<file path="config.mk">
export PLATFORM = sky130hd
export DESIGN_NAME = bus_master
export DESIGN_NICKNAME = d
export VERILOG_FILES = /design/src/rtl/bus_pkg.sv /design/src/rtl/bus_timeout.sv /design/src/rtl/bus_master.sv
export SDC_FILE = /design/constraint.sdc
export NUM_CORES = 1
export LEC_CHECK = 0
export ABC_AREA = 1
export ABC_CLOCK_PERIOD_IN_PS = 1400
export BUFFER_PORTS_ARGS = -buffer_cell sky130_fd_sc_hd__buf_2
export CORE_ASPECT_RATIO = 1.25
export CORE_UTILIZATION = 44
export DETAILED_ROUTE_END_ITERATION = 7
export PLACE_DENSITY = 0.76
export SLEW_MARGIN = 15
export SYNTH_ARGS = -nofsm -noshare
export SYNTH_HDL_FRONTEND = slang
export SYNTH_SLANG_ARGS = --single-unit
</file>
<file path="constraint.sdc">
create_clock -name bus_clock -period 1.4 [get_ports bus_clock]
set_input_delay 0.14 -clock bus_clock [delete_from_list [all_inputs] [get_ports bus_clock]]
set_output_delay 0.14 -clock bus_clock [all_outputs]
set_load 0.005 [all_outputs]
</file>
<file path="src/rtl/bus_pkg.sv">
`default_nettype none
// ============================================================================
// Module  : bus_pkg
// Brief   : Shared bus master state encoding, address map and timeout default.
// Revision: 1.0 - initial release
// ============================================================================
package bus_pkg;

  typedef enum logic [1:0] {
    ST_IDLE   = 2'd0,
    ST_STROBE = 2'd1,
    ST_WAIT   = 2'd2,
    ST_RESP   = 2'd3
  } state_t;

  localparam int TIMEOUT_DEFAULT = 16;
  localparam int TIMER_W         = 8;

  localparam logic [15:0] RAM_BASE  = 16'h0000;
  localparam logic [15:0] RAM_LAST  = 16'hBEFF;
  localparam logic [15:0] IO_BASE   = 16'hBF00;
  localparam logic [15:0] IO_LAST   = 16'hBFFF;
  localparam logic [15:0] VGA_BASE  = 16'hBF00;
  localparam logic [15:0] VGA_LAST  = 16'hBF01;
  localparam logic [15:0] VRAM_BASE = 16'hC000;
  localparam logic [15:0] VRAM_LAST = 16'hFFFF;

endpackage
`default_nettype wire

</file>
<file path="src/rtl/bus_timeout.sv">
`default_nettype none
// ============================================================================
// Module  : bus_timeout
// Brief   : WAIT-cycle counter; done flags the last permitted cycle without ack.
// Revision: 1.0 - initial release
// ============================================================================
module bus_timeout
  import bus_pkg::*;
#(
  parameter int TERMINAL = TIMEOUT_DEFAULT
) (
  input  logic clk,
  input  logic rst_n,
  input  logic clear,
  input  logic enable,
  output logic done
);

  logic [TIMER_W-1:0] count;

  always_ff @(posedge clk or negedge rst_n) begin
    if (!rst_n) begin
      count <= '0;
    end else if (clear) begin
      count <= '0;
    end else if (enable) begin
      count <= count + TIMER_W'(1);
    end
  end

  assign done = (count == TIMER_W'(TERMINAL - 1));

endmodule
`default_nettype wire

</file>
<file path="src/rtl/bus_master.sv">
`default_nettype none
// ============================================================================
// Module  : bus_master
// Brief   : Single-outstanding request/response master for the bus controller.
// Revision: 1.0 - initial release
// ============================================================================
module bus_master
  import bus_pkg::*;
#(
  parameter int TIMEOUT_CYCLES = TIMEOUT_DEFAULT
) (
  input  logic        bus_clock,
  input  logic        bus_reset_n,
  input  logic        i_req_valid,
  output logic        o_req_ready,
  input  logic        i_req_we,
  input  logic [15:0] i_req_addr,
  input  logic [15:0] i_req_wdata,
  output logic        o_rsp_valid,
  input  logic        i_rsp_ready,
  output logic [15:0] o_rsp_rdata,
  output logic        o_rsp_err,
  output logic [15:0] o_bus_addr,
  output logic [15:0] o_bus_data_write,
  output logic        o_bus_we,
  output logic        o_bus_re,
  input  logic [15:0] i_bus_data_read,
  input  logic        i_bus_ack,
  input  logic        i_bus_ready
);

  state_t      state, state_nxt;
  logic        is_write, is_write_nxt;
  logic [15:0] addr_nxt, wdata_nxt, rdata_nxt;
  logic        we_nxt, re_nxt, rsp_valid_nxt, err_nxt;
  logic        cnt_clear, cnt_en, cnt_done;

  bus_timeout #(
    .TERMINAL (TIMEOUT_CYCLES)
  ) u_timeout (
    .clk    (bus_clock),
    .rst_n  (bus_reset_n),
    .clear  (cnt_clear),
    .enable (cnt_en),
    .done   (cnt_done)
  );

  assign o_req_ready = (state == ST_IDLE) && i_bus_ready;

  always_comb begin
    state_nxt     = state;
    is_write_nxt  = is_write;
    addr_nxt      = o_bus_addr;
    wdata_nxt     = o_bus_data_write;
    we_nxt        = 1'b0;
    re_nxt        = 1'b0;
    rsp_valid_nxt = o_rsp_valid;
    rdata_nxt     = o_rsp_rdata;
    err_nxt       = o_rsp_err;
    cnt_clear     = 1'b0;
    cnt_en        = 1'b0;
    case (state)
      ST_IDLE: begin
        if (i_req_valid && o_req_ready) begin
          addr_nxt     = i_req_addr;
          wdata_nxt    = i_req_wdata;
          is_write_nxt = i_req_we;
          we_nxt       = i_req_we;
          re_nxt       = !i_req_we;
          state_nxt    = ST_STROBE;
        end
      end
      // Ack seen here is left over from the previous transaction.
      ST_STROBE: begin
        cnt_clear = 1'b1;
        state_nxt = ST_WAIT;
      end
      ST_WAIT: begin
        if (i_bus_ack) begin
          rdata_nxt     = is_write ? 16'h0000 : i_bus_data_read;
          err_nxt       = 1'b0;
          rsp_valid_nxt = 1'b1;
          state_nxt     = ST_RESP;
        end else if (cnt_done) begin
          rdata_nxt     = 16'h0000;
          err_nxt       = 1'b1;
          rsp_valid_nxt = 1'b1;
          state_nxt     = ST_RESP;
        end else begin
          cnt_en = 1'b1;
        end
      end
      ST_RESP: begin
        if (i_rsp_ready) begin
          rsp_valid_nxt = 1'b0;
          state_nxt     = ST_IDLE;
        end
      end
      default: state_nxt = ST_IDLE;
    endcase
  end

  always_ff @(posedge bus_clock or negedge bus_reset_n) begin
    if (!bus_reset_n) begin
      state            <= ST_IDLE;
      is_write         <= 1'b0;
      o_bus_addr       <= 16'h0000;
      o_bus_data_write <= 16'h0000;
      o_bus_we         <= 1'b0;
      o_bus_re         <= 1'b0;
      o_rsp_valid      <= 1'b0;
      o_rsp_rdata      <= 16'h0000;
      o_rsp_err        <= 1'b0;
    end else begin
      state            <= state_nxt;
      is_write         <= is_write_nxt;
      o_bus_addr       <= addr_nxt;
      o_bus_data_write <= wdata_nxt;
      o_bus_we         <= we_nxt;
      o_bus_re         <= re_nxt;
      o_rsp_valid      <= rsp_valid_nxt;
      o_rsp_rdata      <= rdata_nxt;
      o_rsp_err        <= err_nxt;
    end
  end

endmodule
`default_nettype wire

</file>
### Word-level counts from Yosys, hierarchy flattened

Index checks and enable logic that the tools add are counted.

* flip-flop bits (word level): 63
* latch bits: 0
* memory bits (writable): 0
* ROM bits: 0
* logic and storage cells: 52
* memories kept: 0

* add/subtract/negate cells: 1
* $mul: 0
* divide/modulo/power cells: 0
* order comparisons: 0
* eq/ne operators: 7
* shifts and indexed selects: 0
* mux-type cells: 23
* bitwise operators: 0
* reductions and logical operators: 11

Operators with widths (count)
* two-way mux 16 bit: 3
* two-way mux 8 bit: 2
* two-way mux 1 bit: 12
* adder 8 x 1 -> 8 bit, second input constant: 1
* == test 8 x 4 -> 1 bit, second input constant: 1
* two-way mux 2 bit: 4
* one-hot mux 2 bit (4 select lines): 1
* AND reduction 3 bit: 2
* nonzero test 2 bit: 3
* == test 2 bit, second input constant: 2
* AND reduction 2 bit: 2
* inequality test 3 bit, second input constant: 1
* == test 2 x 1 -> 1 bit, second input constant: 1
* logical AND 1 bit: 2
* zero test 2 bit: 1
* inequality test 2 x 1 -> 1 bit, second input constant: 1
* inequality test 2 bit, second input constant: 1
* one-hot mux 1 bit (2 select lines): 1
* zero test 1 bit: 1

### Depth between registers and ports, before layout

Gate-level depths: netlist (run 1).

* depth in word-level cells: 6
* gate-level depth with buffers: 9

### By module

Synthesis (run 1) repeated with hierarchy kept, for this count alone.

* cell total of the unflattened synthesis: 312
* area total of the unflattened synthesis: 2721.4 µm²

By module, submodules not included
* bus_master: times used 1, cells an instance 251, area each 2264.7 µm²
* bus_timeout: times used 1, cells an instance 61, area each 456.7 µm²

### Least setup slack after synthesis (run 1)

OpenSTA, ideal clock, no wires.

* path kind: reg-to-reg
* start: reg state[0]
* end: reg o_bus_addr[0]
* library setup time: 0.125 ns
* data arrival time: 1.409 ns
* data required time: 1.275 ns
* slack: -0.134 ns
* cell stages (with the launch flop): 8
* path buffers: 1
* period minus slack after synthesis: 1.534 ns
* cells stage by stage: dfrtp_1 > inv_1 > ha_1 > nand2_1 > inv_1 > nand2_2 > clkbuf_8 > mux2_2

* longest elaborated chain between the ends: 4

Ends and longest elaborated chain
* start, declared: line bus_master.sv:32 `state_t state, state_nxt;`
* start signal, assigned: line bus_master.sv:115 `state <= state_nxt;`
* zero test 2 bit: line bus_master.sv:48 `assign o_req_ready = (state == ST_IDLE) && i_bus_ready;`
* logical AND 1 bit: line bus_master.sv:48
* net o_req_ready: line bus_master.sv:15 `output logic o_req_ready,`
* logical AND 1 bit: line bus_master.sv:64 `if (i_req_valid && o_req_ready) begin`
* AND reduction 2 bit (no source line)
* end signal, assigned: line bus_master.sv:117 `o_bus_addr <= addr_nxt;`
* end, declared: line bus_master.sv:23 `output logic [15:0] o_bus_addr,`

The timed path passes the listed nets, and every way through them passes these cells.
A chain may end at the register's enable or synchronous reset.

### Worst setup path after layout (run 1)

* start: reg u_timeout.count[0]
* end: reg o_rsp_rdata[14]

* longest elaborated chain between the ends: 3

Ends and longest elaborated chain
* start, declared: line bus_timeout.sv:19 `logic [TIMER_W-1:0] count;`
* start signal, assigned: line bus_timeout.sv:27 `count <= count + TIMER_W'(1);`
* == test 8 x 4 -> 1 bit: line bus_timeout.sv:31 `assign done = (count == TIMER_W'(TERMINAL - 1));`
* nonzero test 2 bit (no source line)
* AND reduction 2 bit (no source line)
* end signal, assigned: line bus_master.sv:122 `o_rsp_rdata <= rdata_nxt;`
* end, declared: line bus_master.sv:21 `output logic [15:0] o_rsp_rdata,`

No other way between the ends.

==> results.toml, run 1 <==
[clock_tree]
clockBufferDepth = 2
clkLatencyLatePin_ns = 0.33
cts.sinks = 63
htree_levels = 3
cts-root-buf = "clkbuf_8"
cts_tree = "done"
clk_pin_slew_worst_paths_ns = 0.08
cts_buffers = 9

[detailed_routing]
ant_nets = 0
drt_iter0_markers = 142
viasPerCell = 4.84
totalWireLength_mm = 6.49
drtPass1Iterations = 4
vias = 2356
wire_per_inst_um = 13.3
route.detailed.drc = 0

[cells_and_area]
design_area_sq_um = 4190
final_nets = 457
stdcell_count = 487
fill_cells = 457
diodes = 0
syn_to_final_growth_pct = 48.1
drive_gt1_frac = 0.602
postLayoutCoreUtil = 0.675

[die]
io_pins = 108
rows = 32
start_util = 0.456
die_w_um = 73.7
die_area_sq_um = 6750
die_y_um = 91.6
fp.coreArea_sq_um = 6210

[synth]
synth_top_family_by_area = "simple AND/OR/NAND/NOR gates"
synth_xor_area_frac = 0.00929
syn_area_sq_um = 2830
syn_nets = 311
yosys.area_share.simple = 0.172
yosysWarnings = 0
ys_seq_elements = 63
muxShareOfSynthArea = 0.127
synthCells = 251
synth_compound_area_frac = 0.0562
postSynthAreaPerCell_sq_um = 11.3
synthDistinctLibCells = 25
synth_seq_area_share = 0.558
synthAdderAreaFrac = 0.0221

[global_route]
grt_max_degree = 64
grt_use_total = 0.197
grt_pass1_wl_mm = 10.0
overflow = 0
antenna_found_initial = 0
grt_pass1_vias = 2244

[outcome]
violations = "negative setup slack"
status = "complete, but fails checks"

[power]
power_mw = 8.34
power_density_nw_per_um2 = 1990
ir_worst_vdd_mv = 1.47
leakage_nw = 2.18

[timing]
rsz0062_at_grt = "yes"
max_slew_margin = 0.779
hold_viol = 0
setup_viol = 37
whs_ns = 0.0317
drv_slew = 0
worst_pin_slew_ns = 0.331
final.setup.tns_ns = -1.35
period_needed_ns = 1.47
finClkSkew_ns = 0.00702
period_share = 1.05
setup_ws_ns = -0.0743
max_freq_mhz = 678

[setup_path]
startpoint_type = "flop"
arrival_ns = 1.70
crit_type = "reg2reg"
required_ns = 1.62
cp_max_fo = 10
end_kind = "flop"

[place]
dpl.cell_count = 463
dp_hpwl_mm = 4.41
routabilityCongestion = 0.784
placed_area_sq_um = 3690
portBuffers = 107
dp_slack_ns = -0.0651

[hold_path]
hold_class = "in2reg"

[flow_run]
drv_cap = 0
cell usage in the layout, fill, tap and decap left out, types with 2 or more instances in the layout:
master | synthesis | layout
buf_12 | 0 | 5
buf_2 | 1 | 107
buf_4 | 1 | 24
buf_6 | 5 | 4
bufinv_16 | 0 | 2
clkbuf_16 | 0 | 4
clkbuf_8 | 2 | 10
clkinvlp_4 | 0 | 2
dfrtp_1 | 63 | 63
dlygate4sd3_1 | 0 | 2
ha_1 | 5 | 2
ha_2 | 0 | 2
inv_1 | 13 | 10
inv_2 | 0 | 2
mux2_2 | 32 | 22
mux2_4 | 0 | 10
nand2_1 | 45 | 31
nand2_2 | 4 | 13
nand2_4 | 1 | 4
nand2_8 | 0 | 2
nand3_1 | 32 | 30
nand3_2 | 2 | 4
nand4_1 | 3 | 3
nor2_1 | 12 | 12
o21ai_2 | 17 | 17
or2_2 | 3 | 2
xor2_1 | 2 | 2
logic make-up after synthesis:
| kind of cell | after synthesis |
|---|---|
| compound gates | 19 |
| xor+xnor | 3 |
| fa+ha+maj | 5 |
| buf+inv | 25 |
| flops | 63 |
| mux | 32 |
| simple gates | 104 |
registers in the layout, indices dropped and copies added, names as in the netlist:
signal / cells
o_bus_addr: 16
o_bus_data_write: 16
o_rsp_rdata: 16
u_timeout.count: 8
state: 2
is_write: 1
o_bus_re: 1
o_bus_we: 1
o_rsp_err: 1
o_rsp_valid: 1
per-layer routing:
layer  GRT usage  part of all wire  wire, um
met5           0                 0         0
met4      0.0673             0.015        95
met3      0.0714             0.059       383
met2       0.322              0.54      3470
met1       0.237              0.39      2540
report_power, final:
group	internal [mW]	switching (mW)
Sequential	2.60	0.411
Combinational	1.97	1.58
Clock	1.06	0.721
Total	5.63	2.71
synth_stat cells, drive strengths merged:
master  count  area share
xor2        2      0.0062
dfrtp      63        0.56
or2         3      0.0066
nand2      50       0.073
clkbuf      4       0.012
nor3b       1      0.0027
a21oi       1      0.0018
nand3      34       0.064
ha          5       0.022
clkinv      1      0.0013
nand4       3      0.0066
mux2       32        0.13
xnor2       1      0.0031
inv        13       0.017
o21ai      18       0.054
nor2       13       0.020
buf         7       0.024
timing repair:
action | CTS | global route
hold endpoints to repair | 64 | 0
hold buffers | 2 | 0
pin swaps | 1 | 1
buffers inserted | 1 | 1
endpoints found under the setup margin | 61 | 61
gates resized for setup | 20 | 17
gates cloned | 0 | 4
layout make-up:
cell class	count	area, sq um	share of cell area
Tap cell	85	106	0.0254
Timing Repair Buffer	146	981	0.234
Multi-Input combinational cell	163	1240	0.296
Inverter	14	55.1	0.0131
Sequential cell	63	1580	0.376
Clock inverter	6	92.6	0.0221
Clock buffer	10	138	0.0329
path summary, 6_finish.rpt:
kind	depth (start not counted)	to	slack [ns]	from
worst min register to register	2	o_rsp_valid$_DFFE_PN0P_	0.47	o_rsp_valid$_DFFE_PN0P_
worst max-delay path	10	o_rsp_rdata[14]$_DFFE_PN0P_	-0.07	u_timeout.count[0]$_DFFE_PN0P_
max in group asynchronous	3	o_rsp_rdata[0]$_DFFE_PN0P_	0.78	bus_reset_n
worst min-delay path	2	o_bus_addr[0]$_DFFE_PN0P_	0.03	i_req_addr[0]
worst max register to register	10	o_rsp_rdata[14]$_DFFE_PN0P_	-0.07	u_timeout.count[0]$_DFFE_PN0P_
min in group asynchronous	3	o_bus_data_write[0]$_DFFE_PN0P_	0.34	bus_reset_n
critical path, cell delays in order (launching register included):
cell     delay (ns)
dfrtp_1        0.36
ha_2           0.19
nand2_2        0.07
nor2_4         0.11
nand3_2        0.10
buf_6          0.13
nand2_4        0.07
nand2_8        0.07
buf_12         0.14
nand2_1        0.06
o21ai_2        0.05
(Power assumes the default switching activity.)
==> run 2: changes to the inputs <==
==> constraint.sdc (replaced) <==
create_clock -name bus_clock -period 1.4 [get_ports bus_clock]
set_input_delay 0.28 -clock bus_clock [delete_from_list [all_inputs] [get_ports bus_clock]]
set_output_delay 0.28 -clock bus_clock [all_outputs]
set_load 0.005 [all_outputs]
==> results.toml, run 2 (synthesized netlist as in run 1, its figures left out) <==
[die]
fp.coreArea_sq_um = 6210
die_w_um = 73.7
start_util = 0.456
io_pins = 108
rows = 32
die_y_um = 91.6
die_area_sq_um = 6750

[setup_path]
cp_max_fo = 5
ff2ff_path_depth = 10
startpoint_type = "flop"
end_kind = "flop"
required_ns = 1.62
critPathSlowestCell = "dfrtp_1"
crit_type = "reg2reg"
crit_chain = "ha_2 > nand2_2 > nor2_4 > nand3_2 > buf_6 > nand2_4 > nand2_8 > clkbuf_16 > nand2_2 > o21ai_2"
cpMostUsedCell = "nand2_2"
critPathMaxStageDelay_ns = 0.36
arrival_ns = 1.72

[cells_and_area]
stdcell_count = 489
reg.largest.list = "o_bus_addr: 16 flops, o_bus_data_write: 16 flops, o_rsp_rdata: 16 flops"
multiInputGateArea_sq_um = 1300
syn_to_final_growth_pct = 52.5
diodes = 0
design_area_sq_um = 4310
register_area_sq_um = 1580
drive_gt1_frac = 0.626
fill_cells = 424
final_common_cell = "buf_2"
postLayoutCoreUtil = 0.695
final_cell_mix = "106 x buf_2, 63 x dfrtp_1, 28 x nand3_1"
final_nets = 459

[clock_tree]
htree_levels = 3
cts_buffers = 9
clockBufferDepth = 2
cts_tree = "done"
clkLatencyLatePin_ns = 0.33
cts-root-buf = "clkbuf_8"
cts.sinks = 63
clk_pin_slew_worst_paths_ns = 0.07

[global_route]
grt_pass1_wl_mm = 10.2
grt_use_total = 0.200
antenna_found_initial = 0
grt_pass1_vias = 2302
overflow = 0
grt_max_degree = 64

[timing]
setup_viol = 44
period_share = 1.07
drv_slew = 0
finClkSkew_ns = 0.00738
rsz0062_at_grt = "yes"
setup_ws_ns = -0.0991
final.setup.tns_ns = -2.24
whs_ns = 0.122
period_needed_ns = 1.50
max_slew_margin = 0.785
hold_viol = 0
max_freq_mhz = 667
worst_pin_slew_ns = 0.323

[outcome]
violations = "negative setup slack"
status = "complete, but fails checks"

[place]
dpl.cell_count = 463
portBuffers = 107
routabilityCongestion = 0.784
placed_area_sq_um = 3690
dp_slack_ns = -0.0651
dp_hpwl_mm = 4.41

[flow_run]
drv_cap = 0

[power]
power_density_nw_per_um2 = 2000
combPwrFrac = 0.438
p_clk_frac = 0.207
ir_worst_vdd_mv = 1.54
internal-power_mw = 5.76
power_mw = 8.62
power_frac_seq = 0.355
leakage_nw = 2.22
switchingPower_mw = 2.86
swShare = 0.332

[detailed_routing]
drt_iter0_markers = 119
wire_per_inst_um = 13.6
route.detailed.drc = 0
ant_nets = 0
totalWireLength_mm = 6.67
drtPass1Iterations = 4
viasPerCell = 4.87
vias = 2381

[hold_path]
hold_class = "in2reg"
hold_depth = 2
==> run 2: changes by cell type in the layout (fill, tap and decap cells not counted), sizes merged <==
| cell | delta |
|---|---|
| buf | +3 |
| dlygate4sd3 | -1 |
==> run 2: critical path: cells and delay by family (launching register included) <==
family,cells,cell delay (ns)
AO/OA/AOI/OAI,1,0.05
adder cells (fa/ha/maj),1,0.19
buffers and inverters,2,0.30
flip-flops,1,0.36
AND/OR/NAND/NOR,6,0.49
==> run 2: worst paths after layout <==
kind	start	slack [ns]	to
max	u_timeout.count[0]$_DFFE_PN0P_	-0.1	o_rsp_err$_DFFE_PN0P_
min	i_req_we	0.12	o_bus_re$_DFF_PN0_
max reg2reg	u_timeout.count[0]$_DFFE_PN0P_	-0.1	o_rsp_err$_DFFE_PN0P_
min reg2reg	o_rsp_valid$_DFFE_PN0P_	0.48	o_rsp_valid$_DFFE_PN0P_
max in group asynchronous	bus_reset_n	0.66	u_timeout.count[6]$_DFFE_PN0P_
min in group asynchronous	bus_reset_n	0.48	o_bus_data_write[0]$_DFFE_PN0P_
==> run 2: metal layers <==
layer	share of wire	vias to the layer above	track usage
met1	0.38	1171	0.231
met2	0.56	67	0.340
met3	0.058	6	0.0703
met5	0	-	0
li1	-	1137	-
met4	0.012	0	0.0673
==> run 2: final cells by class <==
| type | count | area share |
|---|---|---|
| clock inverter | 6 | 0.0215 |
| clock buffer | 10 | 0.0319 |
| tap | 85 | 0.0247 |
| sequential | 63 | 0.366 |
| multi-input combinational | 163 | 0.302 |
| timing repair buffer | 148 | 0.242 |
| inverter | 14 | 0.0128 |
==> run 2: power groups by stage <==
| stage | sequential (mW) | clock (mW) | combinational (mW) |
|---|---|---|---|
| finish | 3.06 | 1.78 | 3.78 |
| global route | 3.14 | 1.90 | 4.09 |
| global placement | 2.96 | 0 | 3.07 |
| CTS | 2.99 | 1.81 | 3.46 |
| floorplan | 3.08 | 0 | 1.63 |
| detailed placement | 3.00 | 0 | 3.15 |
==> run 2: repair_timing <==
item / CTS / global route
hold buffers: 1 / 0
resized for setup: 33 / 25
gates cloned: 1 / 4
hold endpoints to repair: 63 / 0
setup buffers: 2 / 2
setup endpoints to repair: 61 / 61
pin swaps: 1 / 4
==> run 3: changes to the inputs <==
--- a/config.mk
+++ b/config.mk
@@ -12,6 +12,7 @@
 export CORE_UTILIZATION = 44
 export DETAILED_ROUTE_END_ITERATION = 7
 export PLACE_DENSITY = 0.76
+export RECOVER_POWER = 50
 export SLEW_MARGIN = 15
 export SYNTH_ARGS = -nofsm -noshare
 export SYNTH_HDL_FRONTEND = slang
==> results.toml, run 3 (synthesized netlist as in run 1, its figures left out) <==
[outcome]
status = "complete, but fails checks"
violations = "negative setup slack"

[cells_and_area]
syn_to_final_growth_pct = 52.0
stdcell_count = 489
final_nets = 459
reg.largest.list = "o_bus_addr: 16 flops, o_bus_data_write: 16 flops, o_rsp_rdata: 16 flops"
fill_cells = 425
drive_gt1_frac = 0.626
final_common_cell = "buf_2"
diodes = 0
postLayoutCoreUtil = 0.693
final_cell_mix = "106 x buf_2, 63 x dfrtp_1, 28 x nand3_1"
design_area_sq_um = 4300

[clock_tree]
clk_pin_slew_worst_paths_ns = 0.07
cts.sinks = 63
cts_tree = "done"
clockBufferDepth = 2
cts_buffers = 9
clkLatencyLatePin_ns = 0.33
htree_levels = 3
cts-root-buf = "clkbuf_8"

[power]
power_density_nw_per_um2 = 2000
power_mw = 8.61
swShare = 0.332
internal-power_mw = 5.75
p_clk_frac = 0.207
switchingPower_mw = 2.86
ir_worst_vdd_mv = 1.54
leakage_nw = 2.22
power_frac_seq = 0.355
combPwrFrac = 0.438

[timing]
final.setup.tns_ns = -2.28
period_share = 1.07
max_freq_mhz = 667
rsz0062_at_grt = "yes"
max_slew_margin = 0.449
period_needed_ns = 1.50
setup_ws_ns = -0.100
setup_viol = 44
worst_pin_slew_ns = 0.827
finClkSkew_ns = 0.00753
whs_ns = 0.119
drv_slew = 0
hold_viol = 0

[detailed_routing]
drt_iter0_markers = 98
viasPerCell = 4.84
route.detailed.drc = 0
totalWireLength_mm = 6.66
wl_met3_um = 368
highest_layer = "met4"
wire_per_inst_um = 13.6
met1Wirelength_mm = 2.51
route.met2.wl_mm = 3.70
ant_nets = 0
vias = 2368
drtPass1Iterations = 4

[place]
dp_slack_ns = -0.0651
portBuffers = 107
routabilityCongestion = 0.784
placed_area_sq_um = 3690
dp_hpwl_mm = 4.41
dpl.cell_count = 463

[setup_path]
ff2ff_path_depth = 10
critPathMaxStageDelay_ns = 0.36
arrival_ns = 1.72
required_ns = 1.62
critPathSlowestCell = "dfrtp_1"
r2r-end = "o_rsp_err$_DFFE_PN0P_"
cp_max_fo = 5
crit_type = "reg2reg"
crit_chain = "ha_2 > nand2_2 > nor2_4 > nand3_2 > buf_6 > nand2_4 > nand2_8 > clkbuf_16 > nand2_2 > o21ai_2"
rrSetupSlack_ns = -0.10
r2r_start = "u_timeout.count[0]$_DFFE_PN0P_"
critPathBufInv = 2
cp_top_family = "simple AND/OR/NAND/NOR gates"
startpoint_type = "flop"
end_kind = "flop"
cpMostUsedCell = "nand2_2"

[flow_run]
drv_cap = 0

[die]
die_y_um = 91.6
die_area_sq_um = 6750
die_w_um = 73.7
fp.coreArea_sq_um = 6210
rows = 32
io_pins = 108
start_util = 0.456

[global_route]
grt_use_total = 0.200
grt_pass1_wl_mm = 10.2
overflow = 0
grt_max_degree = 64
antenna_found_initial = 0
grt_pass1_vias = 2302

[hold_path]
hold_depth = 2
hold_class = "in2reg"
min_to = "o_bus_re$_DFF_PN0_"
hp-start = "i_req_we"
==> run 3: cell count changes in the layout (fill, tap and decap cells not counted), sizes merged <==
cell    previous run  this run
buf              143       142
clkbuf            14        15
==> run 3: worst max-delay path by stage <==
stage	startpoint	endpoint	slack, ns	depth (start not counted)
4_1_cts	state[1]$_DFFE_PN0P_	o_req_ready	-0.06	5
5_1_grt	u_timeout.count[0]$_DFFE_PN0P_	o_rsp_rdata[4]$_DFFE_PN0P_	-0.18	10
6_report	u_timeout.count[0]$_DFFE_PN0P_	o_rsp_err$_DFFE_PN0P_	-0.10	10
3_3_place_gp	state[1]$_DFFE_PN0P_	state[0]$_DFFE_PN0P_	-0.04	10
2_1_floorplan	state[1]$_DFFE_PN0P_	o_bus_addr[0]$_DFFE_PN0P_	-0.05	7
3_5_place_dp	u_timeout.count[0]$_DFFE_PN0P_	o_rsp_rdata[5]$_DFFE_PN0P_	-0.07	10
==> run 3: power groups by stage <==
stage / clock network, mW / registers (mW) / logic (mW)
global route: 1.90 / 3.14 / 4.09
detailed placement: 0 / 3.00 / 3.15
global placement: 0 / 2.96 / 3.07
finish: 1.79 / 3.06 / 3.77
CTS: 1.81 / 2.99 / 3.46
floorplan: 0 / 3.08 / 1.63
==> run 3: cell type report <==
class                   count  area (sq um)  area share
well taps                  85           106      0.0247
inverters                  14          55.1      0.0128
flip-flops and latches     63          1580       0.367
clock inverters             6          92.6      0.0215
clock buffers              10           138      0.0320
repair buffers            148          1030       0.240
multi-input cells         163          1300       0.303
==> run 3: worst register-to-register path, stage by stage, from the launching register on <==
cell,delay [ns]
dfrtp_1,0.36
ha_2,0.19
nand2_2,0.07
nor2_4,0.11
nand3_2,0.09
buf_6,0.13
nand2_4,0.07
nand2_8,0.09
clkbuf_16,0.17
nand2_2,0.06
o21ai_2,0.05
==> run 3: what timing repair did <==
action / in CTS / in global routing
setup endpoints to repair: 61 / 61
hold endpoints to repair: 63 / 0
setup buffers: 2 / 2
hold buffers: 1 / 0
pin swaps: 1 / 4
gates resized for setup: 33 / 25
cloned: 1 / 4
==> run 3: metal layers <==
layer | vias to the layer above | track usage
met2 | 66 | 0.340
met3 | 7 | 0.0703
li1 | 1137 | -
met1 | 1158 | 0.231
met4 | 0 | 0.0673
met5 | - | 0
